## src/rtl/dac_spi_pkg.sv

```systemverilog
// ---------------------------------------------------------------------------
// dac_spi_pkg
//  Shared constants and types for the AD9783-style SPI responder.
//  Frame layout (16 bits, MSB first):
//    [15]    R/W (1 = read)
//    [14:13] N (byte count, ignored; single-byte transfers only)
//    [12:8]  register address
//    [7:0]   data
//  The first 8 bits (R/W, N, address) form the header byte.
// ---------------------------------------------------------------------------
package dac_spi_pkg;

   localparam int ADDR_W   = 5;
   localparam int DATA_W   = 8;
   localparam int FRAME_W  = 16;
   localparam int HDR_W    = 8;
   localparam int N_REGS   = 1 << ADDR_W;

   // Bit positions inside the 16-bit frame
   localparam int FRM_RW_BIT   = 15;
   localparam int FRM_N_MSB    = 14;
   localparam int FRM_N_LSB    = 13;
   localparam int FRM_ADDR_MSB = 12;
   localparam int FRM_ADDR_LSB = 8;

   // Same fields relative to the header byte
   localparam int HDR_RW_BIT   = FRM_RW_BIT   - DATA_W;
   localparam int HDR_ADDR_MSB = FRM_ADDR_MSB - DATA_W;
   localparam int HDR_ADDR_LSB = FRM_ADDR_LSB - DATA_W;

   // Register that becomes the abort counter when the counter build is used
   localparam logic [ADDR_W-1:0] ERRCNT_ADDR = 5'h1F;

   typedef enum logic [2:0] {
      ST_IDLE,
      ST_HDR,
      ST_RD,
      ST_WR,
      ST_DONE
   } spi_state_e;

   // Saturating increment, holds at all-ones
   function automatic logic [DATA_W-1:0] sat_inc(input logic [DATA_W-1:0] v);
      return (v == {DATA_W{1'b1}}) ? v : v + 1'b1;
   endfunction

endpackage

```

## src/rtl/spi_in_sync.sv

```systemverilog
// ---------------------------------------------------------------------------
// spi_in_sync
//  N_SYNC-stage synchroniser for SCS, SCK and SDI followed by one
//  edge-detect register on SCS and SCK. SDI goes through the same depth so
//  its level lines up with the SCK rising-edge pulse.
//  Ports:
//    clk_in, rst_in     clock, async active-low reset
//    scs_i/sck_i/sdi_i  raw SPI pins
//    scs_rise_o/fall_o  one-cycle pulses on chip-select edges
//    sck_rise_o/fall_o  one-cycle pulses on serial-clock edges
//    sdi_o              synchronised SDI level
// ---------------------------------------------------------------------------
module spi_in_sync #(
   parameter int N_SYNC = 2
) (
   input  logic clk_in,
   input  logic rst_in,
   input  logic scs_i,
   input  logic sck_i,
   input  logic sdi_i,
   output logic scs_rise_o,
   output logic scs_fall_o,
   output logic sck_rise_o,
   output logic sck_fall_o,
   output logic sdi_o
);

   logic [N_SYNC-1:0] scs_sync_q, sck_sync_q, sdi_sync_q;
   logic              scs_prev_q, sck_prev_q;

   // SCS chain resets to its idle (high) level so reset release with the bus
   // idle does not look like a chip-select edge.
   always_ff @(posedge clk_in or negedge rst_in) begin
      if (!rst_in) begin
         scs_sync_q <= '1;
         sck_sync_q <= '0;
         sdi_sync_q <= '0;
         scs_prev_q <= 1'b1;
         sck_prev_q <= 1'b0;
      end else begin
         scs_sync_q <= {scs_sync_q[N_SYNC-2:0], scs_i};
         sck_sync_q <= {sck_sync_q[N_SYNC-2:0], sck_i};
         sdi_sync_q <= {sdi_sync_q[N_SYNC-2:0], sdi_i};
         scs_prev_q <= scs_sync_q[N_SYNC-1];
         sck_prev_q <= sck_sync_q[N_SYNC-1];
      end
   end

   assign scs_rise_o =  scs_sync_q[N_SYNC-1] & ~scs_prev_q;
   assign scs_fall_o = ~scs_sync_q[N_SYNC-1] &  scs_prev_q;
   assign sck_rise_o =  sck_sync_q[N_SYNC-1] & ~sck_prev_q;
   assign sck_fall_o = ~sck_sync_q[N_SYNC-1] &  sck_prev_q;
   assign sdi_o      =  sdi_sync_q[N_SYNC-1];

endmodule

```

## src/rtl/dac_spi_responder.sv

```systemverilog
// ---------------------------------------------------------------------------
// dac_spi_responder
//  SPI target emulating the AD9783 serial port (16-bit frames, 32 x 8-bit
//  register file, SPI mode 0). SCS/SCK/SDI are oversampled in clk_in.
//  Ports:
//    clk_in, rst_in          clock (SCK <= clk_in/8), async active-low reset
//    spi_scs_in/sck_in/sdi_in SPI inputs from the master
//    spi_sdo_out, _oe_out    read data and its drive enable
//    wr_stb_out/addr/data    one-cycle report of each committed SPI write
//    smp_dly_out             live copy of register SMP_ADDR
//    reg_rd_addr_in/data_out local read port, registered, 1-cycle latency
//  Build option DAC_SPI_RESP_ERRCNT_EN: register 5'h1F becomes a read-only
//  saturating count of aborted frames; SPI writes to it are dropped.
// ---------------------------------------------------------------------------
module dac_spi_responder
   import dac_spi_pkg::*;
#(
   parameter int                N_SYNC   = 2,
   parameter logic [DATA_W-1:0] REG_RST  = 8'h00,
   parameter logic [ADDR_W-1:0] SMP_ADDR = 5'h05
) (
   input  logic              clk_in,
   input  logic              rst_in,
   input  logic              spi_scs_in,
   input  logic              spi_sck_in,
   input  logic              spi_sdi_in,
   output logic              spi_sdo_out,
   output logic              spi_sdo_oe_out,
   output logic              wr_stb_out,
   output logic [ADDR_W-1:0] wr_addr_out,
   output logic [DATA_W-1:0] wr_data_out,
   output logic [DATA_W-1:0] smp_dly_out,
   input  logic [ADDR_W-1:0] reg_rd_addr_in,
   output logic [DATA_W-1:0] reg_rd_data_out
);

   logic scs_rise, scs_fall, sck_rise, sck_fall, sdi;

   spi_in_sync #(.N_SYNC(N_SYNC)) u_sync (
      .clk_in     (clk_in),
      .rst_in     (rst_in),
      .scs_i      (spi_scs_in),
      .sck_i      (spi_sck_in),
      .sdi_i      (spi_sdi_in),
      .scs_rise_o (scs_rise),
      .scs_fall_o (scs_fall),
      .sck_rise_o (sck_rise),
      .sck_fall_o (sck_fall),
      .sdi_o      (sdi)
   );

   spi_state_e        state_q, state_d;
   logic [2:0]        cnt_q, cnt_d;
   // Shift registers keep only the bits still needed; the incoming bit is
   // appended combinationally so the full byte exists on the 8th edge.
   logic [HDR_W-2:0]  hdr_q, hdr_d;
   logic [DATA_W-2:0] dat_q, dat_d;
   logic [DATA_W-1:0] sh_q, sh_d;
   logic              sdo_q, sdo_d;
   logic              oe_q, oe_d;
   logic              stb_q, stb_d;
   logic [ADDR_W-1:0] waddr_q, waddr_d;
   logic [DATA_W-1:0] wdata_q, wdata_d;
   logic              reg_we;
   logic [DATA_W-1:0] regs_q [N_REGS];
   logic [DATA_W-1:0] rd_q;

   logic [HDR_W-1:0]  hdr_full;
   logic [DATA_W-1:0] dat_full;
   logic [ADDR_W-1:0] hdr_addr;
   logic [DATA_W-1:0] spi_rd_val;
   logic [DATA_W-1:0] loc_rd_val;
   logic              wr_block;

   assign hdr_full = {hdr_q, sdi};
   assign dat_full = {dat_q, sdi};
   assign hdr_addr = hdr_full[HDR_ADDR_MSB:HDR_ADDR_LSB];

`ifdef DAC_SPI_RESP_ERRCNT_EN
   logic [DATA_W-1:0] err_cnt_q;
   logic              frame_abort;

   // Abort = chip select released while a frame is still incomplete
   assign frame_abort = scs_rise &&
                        (state_q == ST_HDR || state_q == ST_RD || state_q == ST_WR);

   always_ff @(posedge clk_in or negedge rst_in) begin
      if (!rst_in)          err_cnt_q <= '0;
      else if (frame_abort) err_cnt_q <= sat_inc(err_cnt_q);
   end

   assign spi_rd_val = (hdr_addr == ERRCNT_ADDR) ? err_cnt_q : regs_q[hdr_addr];
   assign loc_rd_val = (reg_rd_addr_in == ERRCNT_ADDR) ? err_cnt_q : regs_q[reg_rd_addr_in];
   assign wr_block   = (hdr_q[HDR_ADDR_MSB:HDR_ADDR_LSB] == ERRCNT_ADDR);
`else
   assign spi_rd_val = regs_q[hdr_addr];
   assign loc_rd_val = regs_q[reg_rd_addr_in];
   assign wr_block   = 1'b0;
`endif

   // Frame FSM: next state, shift registers and registered outputs
   always_comb begin
      state_d = state_q;
      cnt_d   = cnt_q;
      hdr_d   = hdr_q;
      dat_d   = dat_q;
      sh_d    = sh_q;
      sdo_d   = sdo_q;
      oe_d    = oe_q;
      stb_d   = 1'b0;
      waddr_d = waddr_q;
      wdata_d = wdata_q;
      reg_we  = 1'b0;

      if (scs_fall) begin
         // Also covers a select glitch mid-frame: restart cleanly
         state_d = ST_HDR;
         cnt_d   = '0;
         sdo_d   = 1'b0;
         oe_d    = 1'b0;
      end else if (scs_rise) begin
         // Anything short of DONE is discarded without a write
         state_d = ST_IDLE;
         cnt_d   = '0;
         sdo_d   = 1'b0;
         oe_d    = 1'b0;
      end else begin
         unique case (state_q)
            ST_HDR: begin
               if (sck_rise) begin
                  hdr_d = hdr_full[HDR_W-2:0];
                  cnt_d = cnt_q + 3'd1;
                  if (cnt_q == 3'd7) begin
                     // Load read data now; MSB goes out on the next SCK fall
                     sh_d    = spi_rd_val;
                     state_d = hdr_full[HDR_RW_BIT] ? ST_RD : ST_WR;
                  end
               end
            end
            ST_RD: begin
               if (sck_fall) begin
                  sdo_d = sh_q[DATA_W-1];
                  sh_d  = {sh_q[DATA_W-2:0], 1'b0};
                  oe_d  = 1'b1;
               end else if (sck_rise) begin
                  cnt_d = cnt_q + 3'd1;
                  if (cnt_q == 3'd7) begin
                     state_d = ST_DONE;
                     sdo_d   = 1'b0;
                     oe_d    = 1'b0;
                  end
               end
            end
            ST_WR: begin
               if (sck_rise) begin
                  dat_d = dat_full[DATA_W-2:0];
                  cnt_d = cnt_q + 3'd1;
                  if (cnt_q == 3'd7) begin
                     state_d = ST_DONE;
                     if (!wr_block) begin
                        reg_we  = 1'b1;
                        stb_d   = 1'b1;
                        waddr_d = hdr_q[HDR_ADDR_MSB:HDR_ADDR_LSB];
                        wdata_d = dat_full;
                     end
                  end
               end
            end
            default: ;   // IDLE waits for SCS fall, DONE ignores SCK
         endcase
      end
   end

   always_ff @(posedge clk_in or negedge rst_in) begin
      if (!rst_in) begin
         state_q <= ST_IDLE;
         cnt_q   <= '0;
         hdr_q   <= '0;
         dat_q   <= '0;
         sh_q    <= '0;
         sdo_q   <= 1'b0;
         oe_q    <= 1'b0;
         stb_q   <= 1'b0;
         waddr_q <= '0;
         wdata_q <= '0;
      end else begin
         state_q <= state_d;
         cnt_q   <= cnt_d;
         hdr_q   <= hdr_d;
         dat_q   <= dat_d;
         sh_q    <= sh_d;
         sdo_q   <= sdo_d;
         oe_q    <= oe_d;
         stb_q   <= stb_d;
         waddr_q <= waddr_d;
         wdata_q <= wdata_d;
      end
   end

   // Register file updates on the same edge that raises the strobe. The
   // local read samples the array on that edge too, so it returns old data.
   always_ff @(posedge clk_in or negedge rst_in) begin
      if (!rst_in) begin
         for (int i = 0; i < N_REGS; i++) regs_q[i] <= REG_RST;
         rd_q <= '0;
      end else begin
         if (reg_we) regs_q[waddr_d] <= wdata_d;
         rd_q <= loc_rd_val;
      end
   end

   assign spi_sdo_out     = sdo_q;
   assign spi_sdo_oe_out  = oe_q;
   assign wr_stb_out      = stb_q;
   assign wr_addr_out     = waddr_q;
   assign wr_data_out     = wdata_q;
   assign smp_dly_out     = regs_q[SMP_ADDR];
   assign reg_rd_data_out = rd_q;

endmodule
```

## config.mk

```make
export PLATFORM = sky130hd
export DESIGN_NAME = dac_spi_responder
export DESIGN_NICKNAME = d
export VERILOG_FILES = /design/src/rtl/dac_spi_pkg.sv /design/src/rtl/spi_in_sync.sv /design/src/rtl/dac_spi_responder.sv
export SDC_FILE = /design/constraint.sdc
export NUM_CORES = 1
export LEC_CHECK = 0
export ABC_CLOCK_PERIOD_IN_PS = 5200
export CAP_MARGIN = 20
export CORE_MARGIN = 2
export CORE_UTILIZATION = 27
export DETAILED_ROUTE_END_ITERATION = 8
export REMOVE_ABC_BUFFERS = 1
export SETUP_SLACK_MARGIN = 0.02
export SLEW_MARGIN = 25
export SYNTH_ARGS = -nofsm -noshare
export SYNTH_HDL_FRONTEND = slang
export SYNTH_SLANG_ARGS = --single-unit
```

## constraint.sdc

```tcl
create_clock -name clk_in -period 5.2 [get_ports clk_in]
set_input_delay 1.04 -clock clk_in [delete_from_list [all_inputs] [get_ports clk_in]]
set_output_delay 1.04 -clock clk_in [all_outputs]
set_load 0.02 [all_outputs]
```

# After elaboration in Yosys (flattened, before gate mapping)
# Index checks and enable logic that the tools add are counted.
word_totals:
  in_bits: 10
  regBits: 316
  output_inout_bits: 32
classes:
  mux: 52
  addsub: 1
  n_bitwise: 13
  order_cmp: 4
  n_reduce_logical: 14
  eq_ne: 10
op_table:
  columns: ["op", "n"]
  rows:
  - ["bitwise mux 256 bit", 1]
  - ["2-to-1 mux 8 bit", 13]
  - ["binary-select mux 8 bit (select 5 bit)", 2]
  - ["demux 8 bit (select 5 bit)", 1]
  - ["2-to-1 mux 3 bit", 11]
  - ["2-to-1 mux 5 bit", 5]
  - ["greater-or-equal comparator 6 bit (second input constant)", 3]
  - ["NOT 5 -> 6 bit", 3]
  - ["2-to-1 mux 1 bit", 16]
  - ["one-hot mux 8 bit (2 select lines)", 1]
  - ["!= test 4 bit (second input constant)", 3]
  - ["AND reduction 4 bit", 3]
  - ["nonzero test 4 bit", 3]
  - ["one-hot mux 3 bit (3 select lines)", 1]
  - ["== test 3 x 2 -> 1 bit (second input constant)", 2]
  - ["< comparator 6 x 1 -> 1 bit (second input constant)", 1]
  - ["!= test 2 bit (second input constant)", 3]
  - ["NOT 1 bit", 6]
  - ["one-hot mux 3 bit (2 select lines)", 1]
  - ["AND reduction 6 bit", 1]
  - ["nonzero test 5 bit", 1]
  - ["bitwise AND 1 bit", 4]
  - ["adder 3 x 1 -> 3 bit (second input constant)", 1]
  - ["== test 3 x 1 -> 1 bit (second input constant)", 1]
  - ["7 further kinds", 7]

# Longest topological paths before layout
# Gate-level depths: netlist of the first run.
depth:
  word_depth: 12
  mapped_depth: 10
  ltp_nobuf: 8

# By module
# A second synthesis of the first run with hierarchy kept.
hier_totals:
  cells_unflattened: 1101
  hier_area_um2: 16372.0
modules_own_cells:
  columns: ["mod", "n_inst", "area_per_inst_um2", "seq_area_each_um2", "cells_per_inst"]
  rows:
  - ["dac_spi_responder", 1, 16133.0, 7707.4, 1089]
  - ["spi_in_sync", 1, 239.0, 203.9, 12]

# Least setup slack after synthesis of the first run
# Ideal clock, no wire load.
synth_path:
  path_kind: "input-to-reg"
  startpoint: "input reg_rd_addr_in[0]"
  endpoint: "register rd_q[5] (netlist: reg_rd_data_out[5])"
  required_ns: 5.075
  cell_stages: 5
  setup_ns: 0.125
  slack_ns: 2.113
  arrival_ns: 2.962
  path_cell_list: "clkbuf_1 buf_2 mux4_2 mux4_2 mux2_2"
synth_between:
  elab_chain_cells: 4
synth_rtl:
  columns: ["element", "line_no", "text"]
  rows:
  - ["start, declared", "dac_spi_responder.sv:33", "input logic [ADDR_W-1:0] reg_rd_addr_in,"]
  - ["NOT 5 -> 6 bit (not written as such)", "dac_spi_responder.sv:97", "assign loc_rd_val = regs_q[reg_rd_addr_in];"]
  - ["binary-select mux 8 bit (select 5 bit)", "dac_spi_responder.sv:97", null]
  - ["2-to-1 mux 8 bit (not written as such) (2 in a row)", "dac_spi_responder.sv:97", null]
  - ["via loc_rd_val[5]", "dac_spi_responder.sv:72", "logic [DATA_W-1:0] loc_rd_val;"]
  - ["end signal, assigned", "dac_spi_responder.sv:208", "rd_q <= loc_rd_val;"]
  - ["end, declared", "dac_spi_responder.sv:66", "logic [DATA_W-1:0] rd_q;"]
# The timed path passes the listed nets, and every way through them passes these cells. The select of a mux whose other input is x is not followed.
# A chain may end at the register's enable or synchronous reset.

# Worst setup path after layout of the first run
layout_path:
  startpoint: "register u_sync.scs_sync_q[1]"
  endpoint: "register regs_q[248] (netlist bit)"
layout_between:
  elab_chain_cells: 9
  elab_cells_between_ends: 16
  classes_between: "order compare: 2; mux: 9; bitwise: 4; reduce/logical: 1"
layout_rtl:
  columns: ["element", "line_no", "text"]
  rows:
  - ["start, declared", "spi_in_sync.sv:28", "logic [N_SYNC-1:0] scs_sync_q, sck_sync_q, sdi_sync_q;"]
  - ["start signal, assigned", "spi_in_sync.sv:41", "scs_sync_q <= {scs_sync_q[N_SYNC-2:0], scs_i};"]
  - ["bitwise AND 1 bit or NOT 1 bit (tied branches)", "spi_in_sync.sv:49, spi_in_sync.sv:50", null]
  - ["2-to-1 mux 5 bit or bitwise AND 1 bit (tied branches)", "dac_spi_responder.sv:121, spi_in_sync.sv:50", null]
  - ["2-to-1 mux 5 bit", "dac_spi_responder.sv:115", "if (scs_fall) begin"]
  - ["NOT 5 -> 6 bit (not written as such)", "dac_spi_responder.sv:207", "if (reg_we) regs_q[waddr_d] <= wdata_d;"]
  - ["greater-or-equal comparator 6 bit (not written as such) or < comparator 6 x 1 -> 1 bit (tied branches)", "dac_spi_responder.sv:207", null]
  - ["logical AND 1 bit (not written as such)", "dac_spi_responder.sv:207", null]
  - ["2-to-1 mux 8 bit (not written as such)", "dac_spi_responder.sv:207", null]
  - ["demux 8 bit (select 5 bit)", "dac_spi_responder.sv:207", null]
  - ["bitwise mux 256 bit", "dac_spi_responder.sv:207", null]
  - ["end signal, assigned by index", "dac_spi_responder.sv:207", null]
  - ["end, declared", "dac_spi_responder.sv:65", "logic [DATA_W-1:0] regs_q [N_REGS];"]
# Several ways; a longest one is shown, not always the timed one.

==> summary.md, run 1 <==
| Metric | Value |
|---|---|
| Max Fanout on Critical Path | `14` |
| GRT Total Usage | `0.148` |
| First-pass GRT wire length | `70300 µm` |
| N_diodes | `0` |
| Slew @ Worst Pin | `1.01 ns` |
| Die width | `252 µm` |
| WL final | `46500 µm` |
| PnR worst setup slack | `1.70 ns` |
| Number of synthesized register bits | `316` |
| Overflow after GRT | `0` |
| Number of port buffers | `41` |
| Placer Congestion | `roughly 0.8` |
| Initial antenna violation count | `0` |
| Top FF cell, synth | `dfrtp_1` |
| RSZ-0062 raised after global routing | `false` |
| Post-synth top area share | `0.473` |
| Core region area | `60500 µm²` |
| Largest net degree at the start of global routing | `99` |
| Yosys warns | `0` |
| Post-synth EDFFs | `0` |
| Routed length on met1 | `roughly 21000 µm` |
| Total leakage power | `8.50 nW` |
| Status | `complete, no violations` |
| Layout area overhead | `13.8%` |
| Place WS | `1.65 ns` |
| PwrDens | `311 nW/µm²` |
| Most frequent cells in the layout | `dfrtp_1 (311), mux2_2 (269), mux4_2 (119)` |
| Top Layer Used | `met4` |
| Setup TNS | `0 ns` |
| Worst min-delay path class | `reg -> reg` |
| Async set-reset flop share out of synthesis | `1.00` |
| Leading area contributor after synthesis | `dfrtp_1` |
| Number of routed nets with antenna violations | `0` |
| H-tree depth | `2` |
| Clock Pin Slew Worst Setup and Hold Paths | `about 0.050 ns` |
| Seq/Total Area, Yosys | `0.477` |
| Initial DRC count | `833` |
| Clk root buf | `clkbuf_16` |
| Vias in the first global route | `10500` |
| Endpoints failing setup | `0` |
| IR drop worst, VDD | `between 0.15 and 0.2 mV` |
| FF-to-FF path depth | `7` |
| Final period util | `0.672` |
| Chip height | `252 µm` |
| Commonest non-fill, non-tap cell in the layout | `dfrtp_1` |
| Min Tclk post-route | `3.50 ns` |
| Post-CTS setup buffer count | `0` |
| Vias per cell | `5.25` |
| Die area | `63400 µm²` |
| Post-DP HPWL | `a little over 30000 µm` |
| Layout Nets | `approximately 1100` |
| Number of remaining DRC errors | `0` |
| F_max | `about 290 MHz` |
| Cts hold-fix bufs | `0` |
| Crit-path cells | `inv_1 -> ha_1 -> nor4b_4 -> nand2_2 -> mux2i_1 -> nand2b_1 -> mux2_2` |
| WP data arrival | `between 3 and 4 ns` |
| Slowest CP cell | `nand2b_1` |
| CP max stage delay | `~0.70 ns` |
| CTS Buf Count | `37` |
| Wire per inst | `24.0 µm` |
| Detailed route wirelength on metal2 | `21500 µm` |
| Worst Setup End Kind | `register` |
| Critical path class | `reg -> reg` |
| Avg Cell Area, Syn | `14.7 µm²` |
| Cell variety after synth | `58` |
| Later-pin clock latency in the skew report | `between 0.5 and 0.6 ns` |
| Final Slew Violations | `0` |
| Met3 WL | `2860 µm` |
| CTS tree | `yes` |
| I/O pins | `42` |
| Initial Util | `0.274` |
| Post-cts sizing count | `0` |
| Cells after synthesis | `~1100` |
| Rel. slew slack | `0.328` |
| Clk buf depth | `3` |
| Req. time, crit path | `5.62 ns` |
| Hold Path Stages | `0` |
| Final-report hold violation count | `0` |
| Top post-synthesis cells by area | `dfrtp_1 (47%), mux2_2 (18%), mux4_2 (16%)` |
| Site Rows | `90` |
| Via count | `10200` |
| Setup Skew | `approximately 0.018 ns` |
| Post-Synthesis Cell Area | `approximately 17000 µm²` |
| Clock Sink Count | `around 320` |
| Fraction of layout cells with a size suffix above 1 | `0.444` |
| First-pass DRT Iterations | `5` |
| Startpoint types | `register` |
| # Max-Cap Violations | `0` |
==> synth_stat cells, types with 3 or more instances <==
cell       number
dfrtp_1       313
mux2_2        269
mux4_2        119
mux2i_1        70
nand2_1        50
clkbuf_1       41
buf_2          23
a22oi_1        18
buf_1          17
mux2_4         16
nor2_1         14
nor3_1         12
buf_4          11
inv_1          10
o21ai_0        10
a21oi_1         9
a22o_1          8
nand2b_1        8
and3_1          7
ha_1            7
nand2_2         7
o22ai_1         7
nand3_1         6
nor2_2          6
nor2b_1         6
a2111oi_0       5
a211o_1         5
and2_1          4
nand3b_1        4
nor3_4          4
clkinv_1        3
dfstp_2         3
mux2i_2         3
==> per-layer routing <==
layer / GRT usage / vias up
met5: 0 / -
met4: 0.0497 / 0
met3: 0.0313 / 71
met2: 0.230 / 310
met1: 0.206 / 5495
li1: - / 4288
==> area by class of cell <==
cell class	instances	area, µm²
clock buffer	55	1090
clock inverter	6	33.8
fill	5840	41600
inverter	13	48.8
multi-input combinational	703	8170
sequential	316	7920
tap	782	978
timing repair buffer	61	621
==> power breakdown <==
part / switching [W] / internal, W
logic: 0.000458 / 0.000298
clock network: 0.00103 / 0.00144
registers: 0.000129 / 0.00253
total: 0.00161 / 0.00426
==> flip-flops by register name (all words and copies together), names as in the netlist, 2 cells and up <==
register / count
reg_rd_data_out: 8
u_sync.sdi_sync_q: 2
wr_data_out: 8
hdr_q: 7
u_sync.scs_sync_q: 2
wr_addr_out: 5
regs_q: 248
smp_dly_out: 8
state_q: 3
cnt_q: 3
u_sync.sck_sync_q: 2
dat_q: 7
sh_q: 8
==> cells by family (layout without fill, tap and decap cells) <==
family          after synthesis  after routing  share of synthesized area
compound gates               73             73                     0.0314
fa+ha+maj                     7              7                    0.00528
mux                         481            481                      0.408
simple gates                142            142                     0.0484
flops                       316            316                      0.477
buf+inv                     108            135                     0.0297
==> through the flow <==
stage / instance area, µm² / instances / hold WS, ns / power (W) / util
2_1_floorplan: 16100 / 1032 / 0.331 / 0.00309 / -
3_3_place_gp: 17700 / 1875 / 0.334 / 0.00344 / 0.293
3_5_place_dp: 17700 / 1875 / 0.337 / 0.00345 / 0.293
4_1_cts: 18900 / 1936 / 0.350 / 0.00593 / 0.312
5_1_grt: 18900 / 1936 / 0.354 / 0.00609 / 0.312
6_report: 18900 / 1936 / 0.350 / 0.00587 / 0.312
==> worst max-delay path, delay by kind of cell, from the launching register on <==
kind	cells	cell delay, ns
and+or+nand+nor	3	1.49
muxes	2	0.99
DFF	1	0.55
adders and majority gates	1	0.28
buffers and inverters	1	0.05
==> worst paths after layout <==
path	from	to	slack (ns)
setup / recovery	u_sync.scs_sync_q[1]$_DFF_PN1_	regs_q[248]$_DFFE_PN0P_	1.70
hold / removal	u_sync.sdi_sync_q[0]$_DFF_PN0_	u_sync.sdi_sync_q[1]$_DFF_PN0_	0.35
setup reg to reg	u_sync.scs_sync_q[1]$_DFF_PN1_	regs_q[248]$_DFFE_PN0P_	1.70
hold reg to reg	u_sync.sdi_sync_q[0]$_DFF_PN0_	u_sync.sdi_sync_q[1]$_DFF_PN0_	0.35
max in group asynchronous	rst_in	hdr_q[0]$_DFFE_PN0P_	3.59
min in group asynchronous	rst_in	u_sync.sck_sync_q[0]$_DFF_PN0_	0.51
(Power assumes the default switching activity.)
==> run 2: changes to the inputs <==
Settings changed: ABC_CLOCK_PERIOD_IN_PS 5200 to 3260.
Clock period 5.2 ns to 3.26 ns, I/O delays scaled along.
==> run 2 against run 1 <==
Effect of this change: wire length is 0.39% higher; register-to-register slack worse by 1.5 ns; setup slack worse by 1.5 ns; flip-flop and latch count did not move; clock skew up 0.0054 ns; maximum frequency is 16% higher; utilization rose by 0.86 points; largest cell class unchanged; largest power group is now the clock network.
==> summary.md, run 2 (synthesis gave the netlist of run 1 again) <==
| Metric | Value |
|---|---|
| Max reg flops | `248 (unchanged)` |
| Crit-path cells | `inv_1 -> ha_1 -> or4b_4 -> or3_1 -> buf_4 -> nor2_1 -> nand2_1 -> mux2_2` |
| Initial antenna violation count | `2 (+2)` |
| Switch Pwr | `0.00271 W (+68%)` |
| Status | `complete, no violations` |
| Slew @ Worst Pin | `0.787 ns (-0.221 ns)` |
| Die width | `252 µm (unchanged)` |
| Slowest CP cell | `or4b_4` |
| Flop pwr share | `0.426 (-0.026)` |
| First-pass GRT wire length | `72100 µm (+2.5%)` |
| Vias per cell | `5.22 (-0.49%)` |
| Finished Layout Cells | `1984 (+2.5%)` |
| Clk root buf | `clkbuf_16` |
| Chip height | `252 µm (unchanged)` |
| Fraction of layout cells with a size suffix above 1 | `0.463 (+0.0197)` |
| Number of routed nets with antenna violations | `0 (unchanged)` |
| PwrDens | `512 nW/µm² (+64%)` |
| CTS tree | `yes` |
| Number of port buffers | `41 (unchanged)` |
| Min Tclk post-route | `3.02 ns (-0.479 ns)` |
| Placer Congestion | `0.823 (+0.80%)` |
| Wire per inst | `23.5 µm (-2.0%)` |
| Combinational power share | `0.131 (+0.002)` |
| Later-pin clock latency in the skew report | `0.56 ns (about the same)` |
| Most frequent cells in the layout | `dfrtp_1 (311), mux2_2 (269), mux4_2 (119)` |
| First-pass DRT Iterations | `5 (unchanged)` |
| N_diodes | `0 (unchanged)` |
| H-tree depth | `2 (unchanged)` |
| Layout area overhead | `16.9%` |
| Overflow after GRT | `0 (unchanged)` |
| Clock Pin Slew Worst Setup and Hold Paths | `0.05 ns (about the same)` |
| Final-report hold violation count | `0 (unchanged)` |
| RSZ-0062 raised after global routing | `false` |
| Setup Skew | `0.0237 ns (+0.00537 ns)` |
| IR drop worst, VDD | `0.318 mV (+94%)` |
| Post-DP HPWL | `31500 µm (+3.9%)` |
| Clock power share | `0.443 (+0.024)` |
| F_max | `332 MHz (+16%)` |
| Final period util | `0.925 (+0.253)` |
| Die area | `63400 µm² (unchanged)` |
| Sw Share | `0.273 (-0.00152)` |
| PnR worst setup slack | `0.244 ns (-1.46 ns)` |
| Clk buf depth | `3 (unchanged)` |
| Vias in the first global route | `11000 (+4.8%)` |
| Final Slew Violations | `0 (unchanged)` |
| Core region area | `60500 µm² (unchanged)` |
| I/O pins | `42 (unchanged)` |
| Worst min-delay path class | `reg -> reg` |
| Site Rows | `90 (unchanged)` |
| Endpoints failing setup | `0 (unchanged)` |
| Max Fanout on Critical Path | `8 (-6)` |
| # Max-Cap Violations | `0 (unchanged)` |
| Initial Util | `0.274 (unchanged)` |
| CTS Buf Count | `40 (+8.1%)` |
| Largest net degree at the start of global routing | `96 (-3.0%)` |
| Cts hold-fix bufs | `1 (+1)` |
| Place WS | `0.248 ns (-1.40 ns)` |
| Largest Register | `regs_q` |
| CP max stage delay | `0.57 ns (-0.13 ns)` |
| Rel. slew slack | `0.476 (+0.147)` |
| Final Util | `0.320 (+0.00865)` |
| WP data arrival | `3.45 ns (-0.47 ns)` |
| Total leakage power | `8.79 nW (+3.4%)` |
| GRT Total Usage | `0.151 (+0.00275)` |
| Critical path class | `reg -> reg` |
| WL final | `46700 µm (+0.39%)` |
| Initial DRC count | `672 (-19%)` |
| Cell total after placement | `1913 (+2.0%)` |
| Layout Nets | `1191 (+3.7%)` |
| Post-CTS setup buffer count | `0 (unchanged)` |
| Startpoint types | `register` |
| Power Total | `0.00992 W (+69%)` |
| Req. time, crit path | `3.70 ns (-1.92 ns)` |
| Clock Sink Count | `316 (unchanged)` |
| Number of remaining DRC errors | `0 (unchanged)` |
| Internal power | `0.00721 W (+69%)` |
| Via count | `10400 (+2.0%)` |
| Post-cts sizing count | `0 (unchanged)` |
| Worst Setup End Kind | `register` |
| Commonest non-fill, non-tap cell in the layout | `dfrtp_1` |
## run 2: changes by cell type in the layout (fill, tap and decap cells not counted), sizes merged
cell,before,now
buf,23,61
clkinvlp,0,1
inv,11,12
clkinv,8,9
bufinv,0,3
dlygate4sd3,0,1
clkbuf,55,58
## run 2: critical path: cells and delay by family (launching register included)
family | cells | cell delay (ns)
simple gates | 4 | 1.43
flops | 1 | 0.52
fa+ha+maj | 1 | 0.27
mux | 1 | 0.42
buf+inv | 2 | 0.25
## run 2: final timing paths
check	start	cells past startpoint	end	slack, ns
setup reg to reg	u_sync.scs_prev_q$_DFF_PN1_	8	regs_q[131]$_DFFE_PN0P_	0.24
max in group asynchronous	rst_in	3	regs_q[192]$_DFFE_PN0P_	1.72
setup / recovery	u_sync.scs_prev_q$_DFF_PN1_	8	regs_q[131]$_DFFE_PN0P_	0.24
hold / removal	u_sync.sck_sync_q[0]$_DFF_PN0_	0	u_sync.sck_sync_q[1]$_DFF_PN0_	0.35
min in group asynchronous	rst_in	2	wr_addr_out[2]$_DFF_PN0_	0.57
hold reg to reg	u_sync.sck_sync_q[0]$_DFF_PN0_	0	u_sync.sck_sync_q[1]$_DFF_PN0_	0.35
## run 2: stage by stage
| step | TNS (ns) | hold WS [ns] | area (µm²) |
|---|---|---|---|
| 2_1_floorplan | -40.31 | 0.331 | 16100 |
| 3_3_place_gp | 0 | 0.332 | 18100 |
| 3_5_place_dp | 0 | 0.340 | 18100 |
| 4_1_cts | 0 | 0.352 | 19400 |
| 5_1_grt | 0 | 0.362 | 19400 |
| 6_report | 0 | 0.348 | 19400 |
## run 2: final cells by class
| type | count | area (µm²) |
|---|---|---|
| clock buffers | 58 | 1130 |
| inverters | 13 | 48.8 |
| well taps | 782 | 978 |
| fillers | 5857 | 41100 |
| clock inverters | 12 | 171 |
| flip-flops and latches | 316 | 7920 |
| multi-input cells | 703 | 8170 |
| repair buffers | 100 | 966 |
## run 2: power groups by stage
| stage | Sequential (W) | Combinational, W | Clock (W) |
|---|---|---|---|
| 4_1_cts | 0.00422 | 0.00129 | 0.00450 |
| 5_1_grt | 0.00424 | 0.00138 | 0.00468 |
| 6_report | 0.00422 | 0.00130 | 0.00439 |
| 2_1_floorplan | 0.00431 | 0.000625 | 0 |
| 3_5_place_dp | 0.00429 | 0.00129 | 0 |
| 3_3_place_gp | 0.00429 | 0.00128 | 0 |
## run 2: routing by layer
| metal | routed length [µm] | track usage | vias up |
|---|---|---|---|
| li1 | - | - | 4379 |
| met1 | 21200 | 0.212 | 5595 |
| met2 | 21100 | 0.229 | 315 |
| met3 | 3050 | 0.0355 | 74 |
| met4 | 1280 | 0.0515 | 2 |
| met5 | 13 | 0 | - |
